## src/rtl/uart_word_tx.sv

```systemverilog
// Serializes 32-bit words as four back-to-back 8N1 frames, MSB byte first.
// All outputs are flops fed from the next-state decode so the line never glitches.
module uart_word_tx #(
    parameter int unsigned CLKS_PER_BIT = 868
) (
    input  logic        clk,
    input  logic        reset_n,
    input  logic [31:0] data_in,
    input  logic        data_valid,
    output logic        data_ready,
    output logic        uart_tx,
    output logic        busy,
    output logic        tx_done
);

    localparam int unsigned WORD_W = 32;
    localparam int unsigned BYTE_W = 8;
    localparam int unsigned BAUD_W = 16;
    localparam logic [BAUD_W-1:0] BAUD_LAST = BAUD_W'(CLKS_PER_BIT - 1);

    typedef enum logic [1:0] {
        S_IDLE,
        S_START,
        S_DATA,
        S_STOP
    } state_t;

    state_t              r_state;
    logic [BAUD_W-1:0]   r_baud;
    logic [2:0]          r_bit_idx;
    logic [1:0]          r_byte_idx;
    logic [WORD_W-1:0]   r_word;
    logic [BYTE_W-1:0]   r_shift;
    logic                r_tx;
    logic                r_busy;
    logic                r_ready;
    logic                r_done;

    state_t              w_state_nxt;
    logic [BAUD_W-1:0]   w_baud_nxt;
    logic [2:0]          w_bit_nxt;
    logic [1:0]          w_byte_nxt;
    logic [WORD_W-1:0]   w_word_nxt;
    logic [BYTE_W-1:0]   w_shift_nxt;
    logic [BYTE_W-1:0]   w_next_byte;
    logic                w_tx_nxt;
    logic                w_done_nxt;
    logic                w_bit_end;

    assign w_bit_end = (r_baud == BAUD_LAST);

    // Byte that follows the one currently in the shift register.
    always_comb begin
        w_next_byte = r_word[7:0];
        case (r_byte_idx)
            2'd0:    w_next_byte = r_word[23:16];
            2'd1:    w_next_byte = r_word[15:8];
            default: w_next_byte = r_word[7:0];
        endcase
    end

    always_ff @(posedge clk or negedge reset_n) begin
        if (!reset_n) begin
            r_state    <= S_IDLE;
            r_baud     <= '0;
            r_bit_idx  <= '0;
            r_byte_idx <= '0;
            r_word     <= '0;
            r_shift    <= '0;
            r_tx       <= 1'b1;
            r_busy     <= 1'b0;
            r_ready    <= 1'b1;
            r_done     <= 1'b0;
        end else begin
            r_state    <= w_state_nxt;
            r_baud     <= w_baud_nxt;
            r_bit_idx  <= w_bit_nxt;
            r_byte_idx <= w_byte_nxt;
            r_word     <= w_word_nxt;
            r_shift    <= w_shift_nxt;
            r_tx       <= w_tx_nxt;
            r_busy     <= (w_state_nxt != S_IDLE);
            r_ready    <= (w_state_nxt == S_IDLE);
            r_done     <= w_done_nxt;
        end
    end

    always_comb begin
        w_state_nxt = r_state;
        w_baud_nxt  = r_baud;
        w_bit_nxt   = r_bit_idx;
        w_byte_nxt  = r_byte_idx;
        w_word_nxt  = r_word;
        w_shift_nxt = r_shift;
        w_done_nxt  = 1'b0;
        w_tx_nxt    = 1'b1;

        case (r_state)
            S_IDLE: begin
                if (data_valid && r_ready) begin
                    w_word_nxt  = data_in;
                    w_shift_nxt = data_in[31:24];
                    w_byte_nxt  = 2'd0;
                    w_bit_nxt   = 3'd0;
                    w_baud_nxt  = '0;
                    w_state_nxt = S_START;
                end
            end
            S_START: begin
                if (w_bit_end) begin
                    w_baud_nxt  = '0;
                    w_bit_nxt   = 3'd0;
                    w_state_nxt = S_DATA;
                end else begin
                    w_baud_nxt = r_baud + 16'd1;
                end
            end
            S_DATA: begin
                if (w_bit_end) begin
                    w_baud_nxt = '0;
                    if (r_bit_idx == 3'd7) begin
                        w_state_nxt = S_STOP;
                    end else begin
                        w_bit_nxt = r_bit_idx + 3'd1;
                    end
                end else begin
                    w_baud_nxt = r_baud + 16'd1;
                end
            end
            S_STOP: begin
                if (w_bit_end) begin
                    w_baud_nxt = '0;
                    if (r_byte_idx != 2'd3) begin
                        w_byte_nxt  = r_byte_idx + 2'd1;
                        w_shift_nxt = w_next_byte;
                        w_state_nxt = S_START;
                    end else begin
                        w_done_nxt  = 1'b1;
                        w_state_nxt = S_IDLE;
                    end
                end else begin
                    w_baud_nxt = r_baud + 16'd1;
                end
            end
            default: w_state_nxt = S_IDLE;
        endcase

        // Line level is registered from the state being entered.
        case (w_state_nxt)
            S_START: w_tx_nxt = 1'b0;
            S_DATA:  w_tx_nxt = w_shift_nxt[w_bit_nxt];
            default: w_tx_nxt = 1'b1;
        endcase
    end

    assign uart_tx    = r_tx;
    assign busy       = r_busy;
    assign data_ready = r_ready;
    assign tx_done    = r_done;

endmodule

```

## config.mk

```make
export PLATFORM = sky130hd
export DESIGN_NAME = uart_word_tx
export DESIGN_NICKNAME = d
export VERILOG_FILES = /design/src/rtl/uart_word_tx.sv
export SDC_FILE = /design/constraint.sdc
export NUM_CORES = 1
export LEC_CHECK = 0
export CAP_MARGIN = 0
export CORE_UTILIZATION = 45
export CTS_CLUSTER_SIZE = 30
export DETAILED_ROUTE_END_ITERATION = 7
export GPL_TIMING_DRIVEN = 0
export PLACE_DENSITY = 0.69
export SLEW_MARGIN = 40
export SYNTH_ARGS = -nofsm -noshare
export SYNTH_HDL_FRONTEND = slang
export SYNTH_SLANG_ARGS = --single-unit
```

## constraint.sdc

```tcl
create_clock -name clk -period 2.3 [get_ports clk]
set_input_delay 0.345 -clock clk [delete_from_list [all_inputs] [get_ports clk]]
set_output_delay 0.345 -clock clk [all_outputs]
set_load 0.05 [all_outputs]
```

==> results of run 1 <==
==> sequential cells by signal, summed over array words and instances (netlist names) <==
signal      cells
r_shift         8
r_word         24
busy            1
r_byte_idx      2
r_state         2
uart_tx         1
r_bit_idx       3
data_ready      1
tx_done         1
r_baud         16
==> worst max path at each step <==
stage,start,endpoint,slack (ps),cells after the start
6_report,r_state[1]$_DFF_PN0_,uart_tx$_DFF_PN1_,-180,10
5_1_grt,r_state[1]$_DFF_PN0_,uart_tx$_DFF_PN1_,-320,10
4_1_cts,r_state[1]$_DFF_PN0_,uart_tx$_DFF_PN1_,-180,10
3_5_place_dp,data_valid,uart_tx$_DFF_PN1_,-470,8
3_3_place_gp,reset_n,r_bit_idx[2]$_DFF_PN0_,-1020,1
2_1_floorplan,r_state[1]$_DFF_PN0_,uart_tx$_DFF_PN1_,-30,10
==> per-stage QoR <==
| stage | util (%) | total power (uW) | hold slack (ps) | setup TNS [ps] | std cells |
|---|---|---|---|---|---|
| floorplan | - | 1060 | 49.4 | -27.1 | 306 |
| global placement | 54.7 | 1140 | 489 | -60050 | 440 |
| detailed placement | 55.0 | 1140 | 306 | -2250 | 441 |
| CTS | 60.1 | 2210 | 494 | -175 | 463 |
| global route | 60.3 | 2260 | 517 | -435 | 464 |
| finish | 60.3 | 2200 | 478 | -184 | 464 |
==> cell families (layout without fill, tap and decap cells) <==
logic type               after synthesis  after routing  share of synthesized area, %
AND/OR/NAND/NOR                       90             90                          15.1
AO/OA/AOI/OAI                         87             87                          20.2
flip-flops                            59             59                          46.0
multiplexers                          29             29                          10.0
buffers and inverters                 26             88                          3.39
adder cells (fa/ha/maj)               10             10                          3.89
XOR/XNOR                               5              5                          1.36
==> timing repair <==
action	4_1_cts	5_1_grt
resized for setup	14	4
hold buffers	1	0
buffers inserted	8	2
hold endpoints to repair	28	0
pin swaps	1	1
gates cloned	0	0
setup endpoints to repair	22	30
==> worst register-to-register path: cells and delay by family, from the launching register on <==
kind | cells | cell delay [ps]
compound gates | 5 | 1030
flops | 1 | 410
mux | 1 | 280
fa+ha+maj | 1 | 270
buf+inv | 2 | 230
simple gates | 1 | 170
==> layout make-up <==
class | instances | area, um^2
clock buffer | 12 | 155
tap | 96 | 120
fill | 588 | 2710
multi-input combinational | 221 | 1690
buffer | 12 | 80.1
clock inverter | 4 | 72.6
sequential | 59 | 1480
inverter | 10 | 37.5
timing repair buffer | 50 | 483
==> power groups by stage <==
stage | logic (uW) | registers (uW) | clock network (uW)
2_1_floorplan | 0.533 | 1060 | 0
3_3_place_gp | 81.0 | 1060 | 0
3_5_place_dp | 85.6 | 1060 | 0
4_1_cts | 88.0 | 1040 | 1090
5_1_grt | 94.3 | 1040 | 1130
6_report | 85.3 | 1040 | 1080
==> metal layers <==
layer  up-vias  global-route usage (%)
met1      1289                    29.7
met2        68                    37.2
li1       1259                       -
met5         -                       0
met4         0                    9.55
met3        15                    4.38
==> cells in the mapped netlist, types with 2 or more instances <==
master     n
a21oi_1   17
dfstp_2    2
nand3_1    7
mux2i_1    3
xor2_1     3
nor2_1    17
o21ai_0   18
nor3_1     6
a22o_1    25
nor4_1     9
mux2_2    26
and3_1     7
a311o_1    8
and4bb_1   2
nor3b_1    2
buf_1      2
buf_2      3
dfrtp_1   57
nand2_1   23
a31oi_1    2
o41ai_1    2
or2_1      2
nand4_1    3
xnor2_1    2
ha_1      10
a21o_1     2
nand2b_1   4
clkbuf_1  10
o31ai_1    2
inv_1     10
==> flow_metrics.tcl, run 1 <==
set metrics [dict create \
    status "finished, violations left" \
    violations_in_the_final_reports "negative setup slack" \
    tritoncts "done" \
    post-dp-hpwl_mm 5.30 \
    grt_setup_unrepaired "yes" \
    post-route-period-util_pct 108 \
    nNetsFinal 408 \
    netlist_top_cells_area "dfrtp_1 44%, mux2_2 9.1%, a22o_1 6.8%" \
    share_comb_of_total_power_pct 3.9 \
    power.clock.fraction_pct 48.9 \
    grt_max_degree 31 \
    first_pass_iteration_count_of_the_detailed_router 4 \
    clock-skew-final_ps 12.0 \
    async_reset_ff_share_pct 100 \
    met3_wirelength_um 337 \
    cts.clk_slew.worst_paths_ps 60 \
    largest_incremental_delay_on_the_critical_path_ps 410 \
    synth.largest_area_cell "dfrtp_1" \
    final-hold-violation-count 0 \
    via_count_of_the_routed_design 2631 \
    pin_count 39 \
    floorplan.die.width_um 86.5 \
    synth_edf_count 0 \
    cellLeakagePower_uw 0.00183 \
    vias_per_cell 5.67 \
    cts_htree_levels 3 \
    drt_wl_cell_um 16.4 \
    clk-insertion-delay-late_ps 340 \
    core_region_area_um2 6830 \
    worst_slew_margin_rel_pct 67.3 \
    yosys.area.top_type_share_pct 44.4 \
    start_util_pct 47.1 \
    seq_total_area_yosys_pct 46.0 \
    mappedNetlistArea_um2 3210 \
    place.gp.congestion 0.859 \
    required_ps 2540 \
    fmax_mhz 403 \
    global_route.overflow_total 0 \
    crit_path_max_fanout 8 \
    synth.net_count 351 \
    reg2reg_slack_ps -180 \
    internal_power_uw 1760 \
    final_cell_area_um2 4120 \
    swShare_pct 20.0 \
    ant_nets 0 \
    cp_data_arrival_time_ps 2720 \
    worst_r2r_endpoint "uart_tx$_DFF_PN1_" \
    seq_power_share_pct 47.2 \
    finalWorstPathRequiredPeriod_ps 2480 \
    met2WireLength_mm 3.68 \
    globalRouteTotalUtil_pct 22.8 \
    power.ir.vdd_worst_v 0.000476 \
    critical_path.reg2reg.startpoint "r_state[1]$_DFF_PN0_" \
    cp_cell_sequence "inv_2 -> ha_4 -> and3b_1 -> clkbuf_8 -> a22o_1 -> a22o_1 -> a311o_1 -> mux2_2 -> a221oi_2 -> a41oi_1" \
    mean_post_synth_cell_area_um2 10.5 \
    power.net_switching_uw 439 \
    setup-violations-final 1 \
    hold_class "in2async" \
    routed_wirelength_mm 7.61 \
    cts_inserted_buffers 9 \
    cts-root-to-sink-buffers 2 \
    layout.cells.most_common "dfrtp_1" \
    postSynthCellCount 306 \
    cts.root.buffer_cell "clkbuf_8" \
    postSynthRegisterBits 59 \
    fp.dieH_um 86.5 \
    antenna-diode-count 0 \
    critPathKind "reg2reg" \
    dp_area_um2 3750 \
    drv_cap 0 \
    grt_pass1_vias 2752 \
    worst_slew_pin_slew_ps 486 \
    worstRegToRegCells 10 \
    final_critical_path_setup_slack_ps -184 \
    grt_first_pass_wirelength_mm 13.2 \
    startpoint_type "flop" \
    detailed_route_drc_error_count 0 \
    clock_sinks 59 \
    crit_buf_inv 2 \
    dp_slack_ps -466 \
    routed.top_layer "met4" \
    layout_common_cells "57 x dfrtp_1, 37 x clkdlybuf4s50_1, 26 x mux2_2, 25 x a22o_1, 22 x nand2_1" \
    cpMostUsedCell "a22o_1" \
    yosys.cell_types.count 50 \
    cellPowerDensity_nw_per_um2 534 \
    share_of_final_layout_standard_cells_stronger_than_drive_strength_1_pct 22.3 \
    areaGrowthSynthToFinish_pct 28.2 \
    floorplan.die_area_um2 7480 \
    grt_antenna_before_repair 0 \
    place.port_buffers 38 \
    std_cell_rows 30 \
    m1WireLength_mm 3.49 \
    ys_warn_count 0 \
    worst_setup_path_end_kind "flop" \
    initialDrtViolationCount 214 \
    drv_slew 0 \
    cp_slowest_cell "dfrtp_1" \
    postSynth.topFlopCell "dfrtp_1" \
    crit_family "compound AO/OA/AOI/OAI gates" \
]
Power figures use the tool's default switching activity.
==> run 2: changes to the inputs <==
--- a/config.mk
+++ b/config.mk
@@ -9,6 +9,7 @@
 export CORE_UTILIZATION = 45
 export CTS_CLUSTER_SIZE = 30
 export DETAILED_ROUTE_END_ITERATION = 7
+export GPL_ROUTABILITY_DRIVEN = 0
 export GPL_TIMING_DRIVEN = 0
 export PLACE_DENSITY = 0.69
 export SLEW_MARGIN = 40
==> results of run 2 <==
Same layout as run 1: the final DEF is identical, and so are final timing and power.
==> run 3: changes to the inputs <==
--- a/config.mk
+++ b/config.mk
@@ -9,9 +9,10 @@
 export CORE_UTILIZATION = 45
 export CTS_CLUSTER_SIZE = 30
 export DETAILED_ROUTE_END_ITERATION = 7
+export DONT_BUFFER_PORTS = 1
 export GPL_ROUTABILITY_DRIVEN = 0
 export GPL_TIMING_DRIVEN = 0
-export PLACE_DENSITY = 0.69
+export REMOVE_ABC_BUFFERS = 1
 export SLEW_MARGIN = 40
 export SYNTH_ARGS = -nofsm -noshare
 export SYNTH_HDL_FRONTEND = slang
==> flow_metrics.tcl, run 3 (synthesis results as in run 1) <==
set metrics [dict create \
    hold_class "in2reg" \
    areaGrowthSynthToFinish_pct 19.9 \
    cts-root-to-sink-buffers 2 \
    vias_per_cell 5.93 \
    std_cell_rows 30 \
    place.port_buffers 0 \
    swShare_pct 25.3 \
    initialDrtViolationCount 105 \
    critPathKind "reg2reg" \
    grt_first_pass_wirelength_mm 12.4 \
    drt_wl_cell_um 17.9 \
    reg2reg_slack_ps -130 \
    largest_register_ff_count 24 \
    antenna-diode-count 0 \
    seq_power_share_pct 53.9 \
    worst_slew_pin_slew_ps 607 \
    cellLeakagePower_uw 0.00171 \
    power.clock.fraction_pct 44.7 \
    grtUsageMet3_pct 3.62 \
    crit_path_max_fanout 6 \
    busiest_grt_layer "met2" \
    clock-skew-final_ps 7.38 \
    pin_count 39 \
    share_of_final_layout_standard_cells_stronger_than_drive_strength_1_pct 30.8 \
    setup-violations-final 1 \
    globalRouteTotalUtil_pct 21.8 \
    power.ir.vdd_worst_v 0.000354 \
    ant_nets 0 \
    finalWorstPathRequiredPeriod_ps 2430 \
    floorplan.die.width_um 86.5 \
    multiInputGateArea_um2 1820 \
    cts_inserted_buffers 9 \
    routed_wirelength_mm 7.63 \
    internal_power_uw 1440 \
    power.net_switching_uw 487 \
    detailed_route_drc_error_count 0 \
    start_util_pct 47.1 \
    layout_common_cells "53 x dfrtp_1, 25 x a22o_1, 25 x mux2_2, 22 x buf_4, 21 x nand2_1" \
    fmax_mhz 412 \
    clk-insertion-delay-late_ps 350 \
    total_power_uw 1920 \
    global_route.overflow_total 0 \
    grt_setup_unrepaired "yes" \
    reg.largest.list "r_word x24, r_baud x16, r_shift x8" \
    register_bank_with_the_most_flops "r_word" \
    post-route-period-util_pct 106 \
    core_region_area_um2 6830 \
    cellPowerDensity_nw_per_um2 500 \
    status "finished, violations left" \
    cts_htree_levels 3 \
    layout.area.seq_um2 1490 \
    cts.root.buffer_cell "clkbuf_8" \
    floorplan.die_area_um2 7480 \
    gr_met2_demand_resource_pct 34.0 \
    largest_incremental_delay_on_the_critical_path_ps 430 \
    tritoncts "done" \
    drv_cap 0 \
    nNetsFinal 371 \
    cp_data_arrival_time_ps 2690 \
    required_ps 2560 \
    grt_pass1_vias 2493 \
    fin_hold_ws_ps 133 \
    cts.clk_slew.worst_paths_ps 80 \
    clock_sinks 59 \
    first_pass_iteration_count_of_the_detailed_router 4 \
    fillCellCount 619 \
    final-hold-violation-count 0 \
    cp_slowest_cell "dfrtp_1" \
    cp_cell_sequence "and4bb_1 -> buf_4 -> and4_4 -> a41oi_2 -> a31oi_4 -> mux2_2 -> a221oi_2 -> a41oi_1" \
    worst_slew_margin_rel_pct 59.5 \
    layout.cells.most_common "dfrtp_1" \
    worst_setup_path_end_kind "flop" \
    grt_max_degree 60 \
    grt.met1_usage_pct 30.2 \
    grt_antenna_before_repair 0 \
    drv_slew 0 \
    dp_slack_ps -948 \
    share_comb_of_total_power_pct 1.4 \
    crit_buf_inv 1 \
    startpoint_type "flop" \
    final_critical_path_setup_slack_ps -127 \
    post-dp-hpwl_mm 4.77 \
    via_count_of_the_routed_design 2531 \
    crit_family "compound AO/OA/AOI/OAI gates" \
    violations_in_the_final_reports "negative setup slack" \
    fp.dieH_um 86.5 \
]
[run 3: cell type report]
type / instances / area share (%)
well taps: 96 / 3.12
multi-input cells: 221 / 47.1
clock inverters: 7 / 1.40
clock buffers: 9 / 3.22
repair buffers: 25 / 5.55
flip-flops and latches: 59 / 38.6
inverters: 10 / 0.974
[run 3: routing by layer]
layer | share of wire, % | wire [um]
met1 | 48 | 3640
met2 | 47 | 3570
met3 | 3.6 | 272
met4 | 1.9 | 148
met5 | 0 | 0
[run 3: what timing repair did]
action | 4_1_cts | 5_1_grt
setup buffers | 20 | 3
endpoints found under the setup margin | 17 | 4
endpoints found under the hold margin | 59 | 0
pin swaps | 10 | 3
hold buffers | 2 | 0
gates resized for setup | 40 | 3
[run 3: power by group through the flow]
stage | Combinational, uW | Sequential (uW) | Clock (uW)
2_1_floorplan | 0.472 | 1060 | 0
3_3_place_gp | 0.472 | 1060 | 0
3_5_place_dp | 0.478 | 1060 | 0
4_1_cts | 29.1 | 1040 | 874
5_1_grt | 32.3 | 1040 | 915
6_report | 27.5 | 1040 | 860
[run 3: final timing paths]
path / from / endpoint / depth (start not counted)
setup / recovery: r_baud[7]$_DFFE_PN0N_ / uart_tx$_DFF_PN1_ / 8
hold / removal: data_in[10] / r_word[10]$_DFFE_PN0P_ / 1
min in group asynchronous: reset_n / r_word[2]$_DFFE_PN0P_ / 2
hold reg to reg: r_word[3]$_DFFE_PN0P_ / r_word[3]$_DFFE_PN0P_ / 1
setup reg to reg: r_baud[7]$_DFFE_PN0N_ / uart_tx$_DFF_PN1_ / 8
max in group asynchronous: reset_n / uart_tx$_DFF_PN1_ / 2
[run 3: metrics by stage]
step           setup TNS [ps]  util [%]  area, um^2  cells
2_1_floorplan            -522         -        3140    290
3_3_place_gp           -15640      47.8        3260    386
3_5_place_dp            -3040      47.9        3270    386
4_1_cts                 -88.0      55.7        3810    424
5_1_grt                  -251      56.4        3850    427
6_report                 -127      56.4        3850    427
